[src/rtl/regfile_writeback_queue.sv]
// ============================================================================
// Module   : regfile_writeback_queue
// Purpose  : In-order writeback FIFO feeding the regfile write port, with
//            youngest-entry bypass lookup for two operand queries.
// Revision : 1.0
// ============================================================================
`timescale 1ns/1ps
`default_nettype none

module regfile_writeback_queue #(
  parameter int DEPTH = 4,
  parameter int PTR_W = 2
) (
  input  logic             clk,
  input  logic             reset,
  input  logic             enq_valid,
  output logic             enq_ready,
  input  logic [2:0]       enq_reg,
  input  logic [15:0]      enq_data,
  input  logic             drain_hold,
  output logic             write,
  output logic [2:0]       write_reg_num,
  output logic [15:0]      write_data,
  input  logic [2:0]       query_reg_one,
  input  logic [2:0]       query_reg_two,
  output logic             hit_one,
  output logic [15:0]      hit_data_one,
  output logic             hit_two,
  output logic [15:0]      hit_data_two,
  output logic [PTR_W:0]   count
);

  localparam logic [PTR_W:0] FULL_COUNT = (PTR_W + 1)'(DEPTH);

  logic [PTR_W-1:0] head;
  logic [PTR_W-1:0] tail;
  logic [PTR_W:0]   occ;
  logic             enq_fire;
  logic             deq_fire;

  logic [DEPTH-1:0] entry_valid;
  logic [2:0]       entry_reg  [DEPTH];
  logic [15:0]      entry_data [DEPTH];

  assign count     = occ;
  assign enq_ready = (occ != FULL_COUNT);
  assign enq_fire  = enq_valid && enq_ready;

  // Reset is folded into write so nothing reaches the regfile on a reset edge.
  assign write    = (occ != '0) && !drain_hold && !reset;
  assign deq_fire = write;

  assign write_reg_num = write ? entry_reg[head]  : 3'd0;
  assign write_data    = write ? entry_data[head] : 16'd0;

  always_ff @(posedge clk) begin
    if (reset) begin
      head <= '0;
      tail <= '0;
      occ  <= '0;
    end else begin
      if (enq_fire) tail <= tail + PTR_W'(1);
      if (deq_fire) head <= head + PTR_W'(1);
      case ({enq_fire, deq_fire})
        2'b10:   occ <= occ + (PTR_W + 1)'(1);
        2'b01:   occ <= occ - (PTR_W + 1)'(1);
        default: occ <= occ;
      endcase
    end
  end

  generate
    for (genvar i = 0; i < DEPTH; i++) begin : g_entry
      logic        vld;
      logic [2:0]  rnum;
      logic [15:0] dat;
      logic        wr_here;
      logic        rd_here;

      assign wr_here = enq_fire && (tail == PTR_W'(i));
      assign rd_here = deq_fire && (head == PTR_W'(i));

      // Set and clear never target the same slot: that would need full and empty at once.
      always_ff @(posedge clk) begin
        if (reset) begin
          vld <= 1'b0;
        end else if (wr_here) begin
          vld <= 1'b1;
        end else if (rd_here) begin
          vld <= 1'b0;
        end
      end

      always_ff @(posedge clk) begin
        if (wr_here) begin
          rnum <= enq_reg;
          dat  <= enq_data;
        end
      end

      assign entry_valid[i] = vld;
      assign entry_reg[i]   = rnum;
      assign entry_data[i]  = dat;
    end
  endgenerate

  // Walk from oldest to youngest so the last match (nearest tail) wins.
  logic [PTR_W-1:0] scan_idx;

  always_comb begin
    hit_one      = 1'b0;
    hit_data_one = 16'd0;
    hit_two      = 1'b0;
    hit_data_two = 16'd0;
    scan_idx     = '0;
    for (int k = 0; k < DEPTH; k++) begin
      scan_idx = head + PTR_W'(k);
      if (entry_valid[scan_idx] && (entry_reg[scan_idx] == query_reg_one)) begin
        hit_one      = 1'b1;
        hit_data_one = entry_data[scan_idx];
      end
      if (entry_valid[scan_idx] && (entry_reg[scan_idx] == query_reg_two)) begin
        hit_two      = 1'b1;
        hit_data_two = entry_data[scan_idx];
      end
    end
  end

endmodule

`default_nettype wire

[config.mk]
export PLATFORM = sky130hd
export DESIGN_NAME = regfile_writeback_queue
export DESIGN_NICKNAME = d
export VERILOG_FILES = /design/src/rtl/regfile_writeback_queue.sv
export SDC_FILE = /design/constraint.sdc
export NUM_CORES = 1
export LEC_CHECK = 0
export CAP_MARGIN = 10
export CORE_UTILIZATION = 55
export DETAILED_ROUTE_END_ITERATION = 8
export GPL_TIMING_DRIVEN = 0
export PLACE_DENSITY = 0.92
export SETUP_SLACK_MARGIN = 0.2
export SLEW_MARGIN = 40
export SYNTH_ARGS = -nofsm -noshare
export SYNTH_HDL_FRONTEND = slang
export SYNTH_SLANG_ARGS = --single-unit
[constraint.sdc]
create_clock -name clk -period 16.6 [get_ports clk]
set_input_delay 3.32 -clock clk [delete_from_list [all_inputs] [get_ports clk]]
set_output_delay 3.32 -clock clk [all_outputs]
set_load 0.01 [all_outputs]
==> impl_metrics.py, run 1 <==
metrics = {
    "synthesis": {
        "yosys_warnings": 0,
        "synth_most_common_cell": "edfxtp_1",
        "ys_ff_latch": 87,
        "async_flop_share_pct": 0,
        "synth.distinct_cells": 39,
        "synthTopCellsByArea": "edfxtp_1 (38%), mux4_2 (14%), mux2i_1 (9.1%)",
        "ys_top_cells_by_count": "edfxtp_1 (76), mux2i_1 (55), nand2_1 (40), a21oi_1 (39), mux4_2 (37)",
        "synth_top_area_share_pct": 37.7,
        "syn_avg_cell_area_um2": 11.8,
        "yosysTopAreaCell": "edfxtp_1",
        "yosys_most_used_dff": "edfxtp_1",
        "synth_fp_nets": 551,
        "synth_edf_count": 76,
        "netlist_area_um2": 6050,
        "netlist_instances": 512,
        "ys_seq_area_share_pct": 41.4,
    },
    "cts": {
        "cts_root_buf": "clkbuf_8",
        "clk_latency_ns": 0.37,
        "postCtsHoldBufs": 0,
        "cts_resized": 0,
        "cts_sinks": 87,
        "post_cts_buffers": 0,
        "cts_buffer_depth": 2,
        "clk_pin_slew_worst_paths_ns": 0.10,
        "htreeDepth": 3,
        "cts_tree": "done",
        "cts_buffers": 9,
    },
    "pwr": {
        "power_switching_uw": 308,
        "powerDensity_nw_per_um2": 113,
        "leakage_nw": 2.35,
        "netSwitchingFraction_pct": 37.4,
        "seqPwrFrac_pct": 32.6,
        "internal_power_uw": 516,
        "p_comb_share_pct": 47.1,
        "peakVddDrop_mv": 0.0716,
        "p_clk_share_pct": 20.3,
    },
    "critical_path": {
        "cp_common_cell": "buf_2",
        "crit_buf_inv": 12,
        "crit_arrival_ns": 6.55,
        "cp_slowest_stage_delay_ns": 0.61,
        "critPathSlowestCell": "clkbuf_1",
        "worst_setup_path_end_kind": "primary output",
        "required_ns": 13.28,
        "critical_path.max_fanout": 10,
        "crit_path_start_kind": "register",
        "path_class": "reg -> out",
        "reg2reg_setup_slack_ns": 11.45,
        "crit_family": "buffers and inverters",
        "crit_chain": "clkbuf_1 -> buf_2 -> clkbuf_1 -> buf_2 -> buf_2 -> inv_1 -> ha_1 -> buf_6 -> clkbuf_1 -> mux2_2 -> nor4_1 -> buf_4 -> o211ai_1 -> buf_2 -> buf_2 -> o221ai_1 -> clkdlybuf4s50_1",
    },
    "final_layout": {
        "antenna_cells": 0,
        "final_util_pct": 69.5,
        "drive_gt1_share_pct": 15.8,
        "areaGrowthSynthToFinish_pct": 20.8,
        "final_cells": 750,
        "nFillCells": 722,
        "fin_nets": 648,
    },
    "placement": {
        "hpwlAfterDp_mm": 12.6,
        "place_ws_ns": 7.03,
        "dpl.cell_count": 733,
        "io_buffers": 85,
        "place_congestion": 0.940,
    },
    "global_routing": {
        "track_usage_pct": 33.8,
        "grt_pass1_vias": 5278,
        "antenna_found_initial": 0,
        "grt_max_degree": 21,
        "grt-ovfl-total": 0,
        "grt_pass1_wl_mm": 28.6,
    },
    "route": {
        "drt-vias-per-instance": 7.07,
        "avgRoutedWirePerCell_um": 24.9,
        "ant_nets": 0,
        "drtIter0Drc": 776,
        "vias": 5305,
        "drtPass1Iterations": 7,
        "drc": 0,
        "wl_mm": 18.6,
    },
    "sta": {
        "setup_violations": 0,
        "period_needed_ns": 9.87,
        "setup_ws_ns": 6.73,
        "tightest_slew_ns": 0.791,
        "fin_crit_sh_pct": 59.5,
        "whs_ns": 0.542,
        "maxSlewHeadroom_pct": 46.9,
        "finalClockSkew_ns": 0.0136,
        "max_freq_mhz": 101,
        "maxSlewViolCount": 0,
        "tns_ns": 0,
        "hold_viol_final": 0,
        "grt_setup_unrepaired": "false",
    },
    "floorplan": {
        "initial_core_util_pct": 57.5,
        "die_h_um": 107,
        "core_um2": 10500,
        "die_w_um": 107,
        "ioPinCount": 87,
        "dieArea_um2": 11400,
        "rows": 37,
    },
    "run": {
        "maxCapViolations": 0,
    },
    "outcome": {
        "status": "finished clean",
    },
    "min_path": {
        "hold_path.class": "reg -> reg",
    },
}
[stage by stage]
stage / instance area (um^2) / power, mW
CTS: 7300 / 0.812
global route: 7310 / 0.853
finish: 7310 / 0.825
floorplan: 6050 / 0.528
detailed placement: 7080 / 0.646
global placement: 7070 / 0.633
[power by group through the flow]
stage | Combinational [mW] | Clock [mW] | Sequential (mW)
final | 0.389 | 0.168 | 0.269
after global routing | 0.408 | 0.175 | 0.270
after CTS | 0.377 | 0.167 | 0.268
after detailed placement | 0.373 | 0 | 0.273
after global placement | 0.362 | 0 | 0.271
after floorplan | 0.258 | 0 | 0.269
[final cells by class]
cell class,instances,area [um^2],share of cell area [%]
Multi-Input combinational cell,373,3330,45.6
Inverter,9,33.8,0.462
Timing Repair Buffer,86,856,11.7
Tap cell,136,170,2.33
Buffer,43,191,2.62
Clock buffer,9,124,1.70
Sequential cell,87,2500,34.3
Clock inverter,7,95.1,1.30
[worst paths after layout]
kind,start,to,depth (start not counted)
min,g_entry[0].vld,g_entry[0].vld,2
min reg2reg,g_entry[0].vld,g_entry[0].vld,2
max,head[0],hit_data_one[7],17
max reg2reg,head[0],head[1],13
[registers in the layout, indices dropped and copies added, names as in the netlist]
| register | count |
|---|---|
| g_entry.rnum | 12 |
| count | 3 |
| tail | 2 |
| g_entry.vld | 4 |
| head | 2 |
| g_entry.dat | 64 |
[worst reg2reg max path: stages, from the launching register on]
cell      delay, ns
dfxtp_1        0.38
clkbuf_1       0.22
buf_2          0.34
clkbuf_1       0.61
buf_2          0.50
buf_2          0.42
inv_1          0.12
ha_1           0.32
buf_6          0.14
clkbuf_1       0.53
clkbuf_1       0.61
clkbuf_1       0.64
mux2i_1        0.16
nor2_1         0.11
[metal layers]
layer  up-vias  share of wire [%]  GRT usage [%]
li1       2184                  -              -
met1      2537                 35           43.5
met2       486                 48           54.2
met3        98                 12           7.11
met4         0                4.5           17.2
met5         -                  0              0
[cells by family (layout without fill, tap and decap cells)]
logic type | Yosys count | in the layout | synth area share, %
AO/OA/AOI/OAI | 108 | 108 | 12.4
XOR/XNOR | 26 | 26 | 3.77
adder cells (fa/ha/maj) | 10 | 10 | 2.19
buffers and inverters | 52 | 154 | 3.70
flip-flops | 87 | 87 | 41.4
multiplexers | 116 | 116 | 27.4
AND/OR/NAND/NOR | 113 | 113 | 9.19
[cell usage in the layout (no fill, tap or decap), types with 2 or more instances in the layout]
cell	count
clkdlybuf4s50_1	85
edfxtp_1	76
mux2i_1	55
nand2_1	40
a21oi_1	39
mux4_2	37
nor2_1	31
clkbuf_1	29
mux2_2	24
o21ai_0	19
and2_1	17
a221o_1	16
a22o_1	16
o221ai_1	16
xnor2_1	14
xor2_1	12
dfxtp_1	11
inv_1	9
buf_2	9
ha_1	9
clkbuf_8	9
and3_2	4
nand2b_1	3
nand3_1	2
nor3_1	2
or3_1	2
buf_1	2
buf_6	2
nor4_4	2
and4_1	2
nand4_1	2
clkinv_2	2
inv_6	2
bufinv_16	2
Note: power is estimated with default switching activity, not from simulation.
==> run 2: changes to the inputs <==
--- a/config.mk
+++ b/config.mk
@@ -6,10 +6,10 @@
 export NUM_CORES = 1
 export LEC_CHECK = 0
 export CAP_MARGIN = 10
-export CORE_UTILIZATION = 55
+export CORE_UTILIZATION = 50
 export DETAILED_ROUTE_END_ITERATION = 8
 export GPL_TIMING_DRIVEN = 0
-export PLACE_DENSITY = 0.92
+export PLACE_DENSITY = 0.88
 export SETUP_SLACK_MARGIN = 0.2
 export SLEW_MARGIN = 40
 export SYNTH_ARGS = -nofsm -noshare
==> constraint.sdc (replaced) <==
create_clock -name clk -period 8.45 [get_ports clk]
set_input_delay 1.69 -clock clk [delete_from_list [all_inputs] [get_ports clk]]
set_output_delay 1.69 -clock clk [all_outputs]
set_load 0.01 [all_outputs]
==> impl_metrics.py, run 2 (synthesis results as in run 1) <==
metrics = {
    "critical_path": {
        "reg2reg_from": "head[0]",
        "reg2reg_setup_slack_ns": 3.55,
        "crit_start": "head[0]",
        "crit_end": "hit_data_one[2]",
        "crit_buf_inv": 11,
        "crit_family": "buffers and inverters",
        "critPathSlowestCell": "clkdlybuf4s50_1",
        "crit_arrival_ns": 6.35,
        "rr_endpoint": "head[1]",
        "crit_chain": "clkbuf_1 -> buf_2 -> clkbuf_1 -> buf_2 -> buf_2 -> inv_1 -> ha_1 -> buf_6 -> clkbuf_2 -> mux2_2 -> nor4_1 -> buf_4 -> o211ai_1 -> buf_2 -> o221ai_1 -> clkdlybuf4s50_1",
        "cp_common_cell": "buf_2",
        "ff2ff_path_depth": 13,
        "worst_setup_path_end_kind": "primary output",
        "required_ns": 6.76,
        "crit_path_start_kind": "register",
        "cp_num_cells": 16,
        "cp_slowest_stage_delay_ns": 0.61,
        "critical_path.max_fanout": 10,
        "path_class": "reg -> out",
    },
    "floorplan": {
        "core_um2": 11600,
        "ioPinCount": 87,
        "die_w_um": 112,
        "initial_core_util_pct": 52.1,
        "rows": 39,
        "dieArea_um2": 12500,
        "die_h_um": 112,
    },
    "cts": {
        "htreeDepth": 3,
        "cts_root_buf": "clkbuf_16",
        "clk_latency_ns": 0.34,
        "cts_sinks": 87,
        "postCtsHoldBufs": 0,
        "clk_pin_slew_worst_paths_ns": 0.07,
        "cts_tree": "done",
        "cts_buffers": 9,
        "cts_buffer_depth": 2,
    },
    "global_routing": {
        "grt_pass1_wl_mm": 28.4,
        "track_usage_pct": 29.9,
        "grt_pass1_vias": 5171,
        "grt_max_degree": 21,
        "grt-ovfl-total": 0,
        "antenna_found_initial": 0,
    },
    "route": {
        "wl_mm": 18.4,
        "drtPass1Iterations": 9,
        "ant_nets": 0,
        "drtIter0Drc": 776,
        "vias": 5212,
        "drc": 6,
        "avgRoutedWirePerCell_um": 24.3,
        "drt-vias-per-instance": 6.87,
    },
    "sta": {
        "finalClockSkew_ns": 0.00974,
        "fin_crit_sh_pct": 95.2,
        "tns_ns": 0,
        "max_freq_mhz": 124,
        "hold_viol_final": 0,
        "maxSlewViolCount": 0,
        "period_needed_ns": 8.04,
        "grt_setup_unrepaired": "false",
        "setup_violations": 0,
        "maxSlewHeadroom_pct": 37.5,
        "tightest_slew_ns": 0.933,
    },
    "final_layout": {
        "final_util_pct": 63.7,
        "largestRegisters": "g_entry.dat: 64 flops, g_entry.rnum: 12 flops, g_entry.vld: 4 flops",
        "antenna_cells": 0,
        "layout_commonest_cell": "clkdlybuf4s50_1",
        "final_cell_mix": "clkdlybuf4s50_1 (85), edfxtp_1 (76), mux2i_1 (55)",
        "fin_nets": 650,
        "final_cells": 759,
        "largest_register_ffs": 64,
        "nFillCells": 850,
        "areaGrowthSynthToFinish_pct": 22.3,
        "regMostFlops": "g_entry.dat",
        "drive_gt1_share_pct": 16.1,
    },
    "min_path": {
        "hold_path.class": "reg -> reg",
        "hold_start": "g_entry[3].vld",
    },
    "pwr": {
        "leakage_nw": 2.40,
        "peakVddDrop_mv": 0.103,
        "powerDensity_nw_per_um2": 225,
    },
    "placement": {
        "dpl.cell_count": 740,
        "hpwlAfterDp_mm": 12.5,
        "io_buffers": 85,
        "place_congestion": 0.950,
    },
    "outcome": {
        "status": "finished, violations left",
        "violations": "DRC",
    },
    "run": {
        "maxCapViolations": 0,
    },
}
[run 2: final cells by class]
cell class | count | area, um^2 | area share (%)
buffer | 43 | 193 | 2.61
sequential | 87 | 2500 | 33.8
clock inverter | 7 | 55.1 | 0.745
tap | 143 | 179 | 2.42
clock buffer | 9 | 225 | 3.05
inverter | 9 | 33.8 | 0.457
multi-input combinational | 373 | 3330 | 45.1
timing repair buffer | 88 | 873 | 11.8
[run 2: metal layers]
metal | global-route usage, % | share of wire (%) | vias to the layer above
met3 | 5.88 | 11 | 112
met5 | 0 | 0 | -
met2 | 47.8 | 46 | 414
met4 | 16.2 | 5.8 | 0
met1 | 38.5 | 37 | 2492
li1 | - | - | 2194
[run 2: per-stage QoR]
stage | cell area [um^2] | worst slack [ns] | hold WS [ns] | total power, mW
final | 7390 | 0.410 | 0.519 | 1.67
after global routing | 7390 | 0.242 | 0.545 | 1.73
after CTS | 7360 | 0.325 | 0.517 | 1.64
after detailed placement | 7080 | 0.743 | 0.501 | 1.26
after global placement | 7080 | 0.886 | 0.489 | 1.24
after floorplan | 6050 | 2.48 | 0.469 | 1.04
[run 2: worst min path at each step]
stage	endpoint	slack (ns)	cells past startpoint
2_1_floorplan	g_entry[0].vld	0.47	2
3_3_place_gp	g_entry[0].vld	0.49	2
3_5_place_dp	g_entry[0].vld	0.50	2
4_1_cts	g_entry[3].vld	0.52	2
5_1_grt	g_entry[0].vld	0.54	2
6_report	g_entry[3].vld	0.52	2
[run 2: worst register-to-register path, stage by stage, from the launching register on]
cell,delay [ns]
dfxtp_1,0.36
clkbuf_1,0.25
buf_2,0.33
clkbuf_1,0.54
buf_2,0.47
buf_2,0.44
inv_1,0.13
ha_1,0.32
buf_6,0.14
clkbuf_2,0.30
clkbuf_1,0.55
clkbuf_1,0.68
mux2i_1,0.16
nor2_1,0.15
[run 2: repair_timing]
| action | CTS | global route |
|---|---|---|
| endpoints found under the setup margin | 0 | 19 |
| gates resized for setup | 0 | 2 |
| setup buffers | 0 | 3 |
[run 2: power breakdown]
part | internal, mW | switching, mW
clock network | 0.202 | 0.178
registers | 0.504 | 0.0229
logic | 0.345 | 0.414
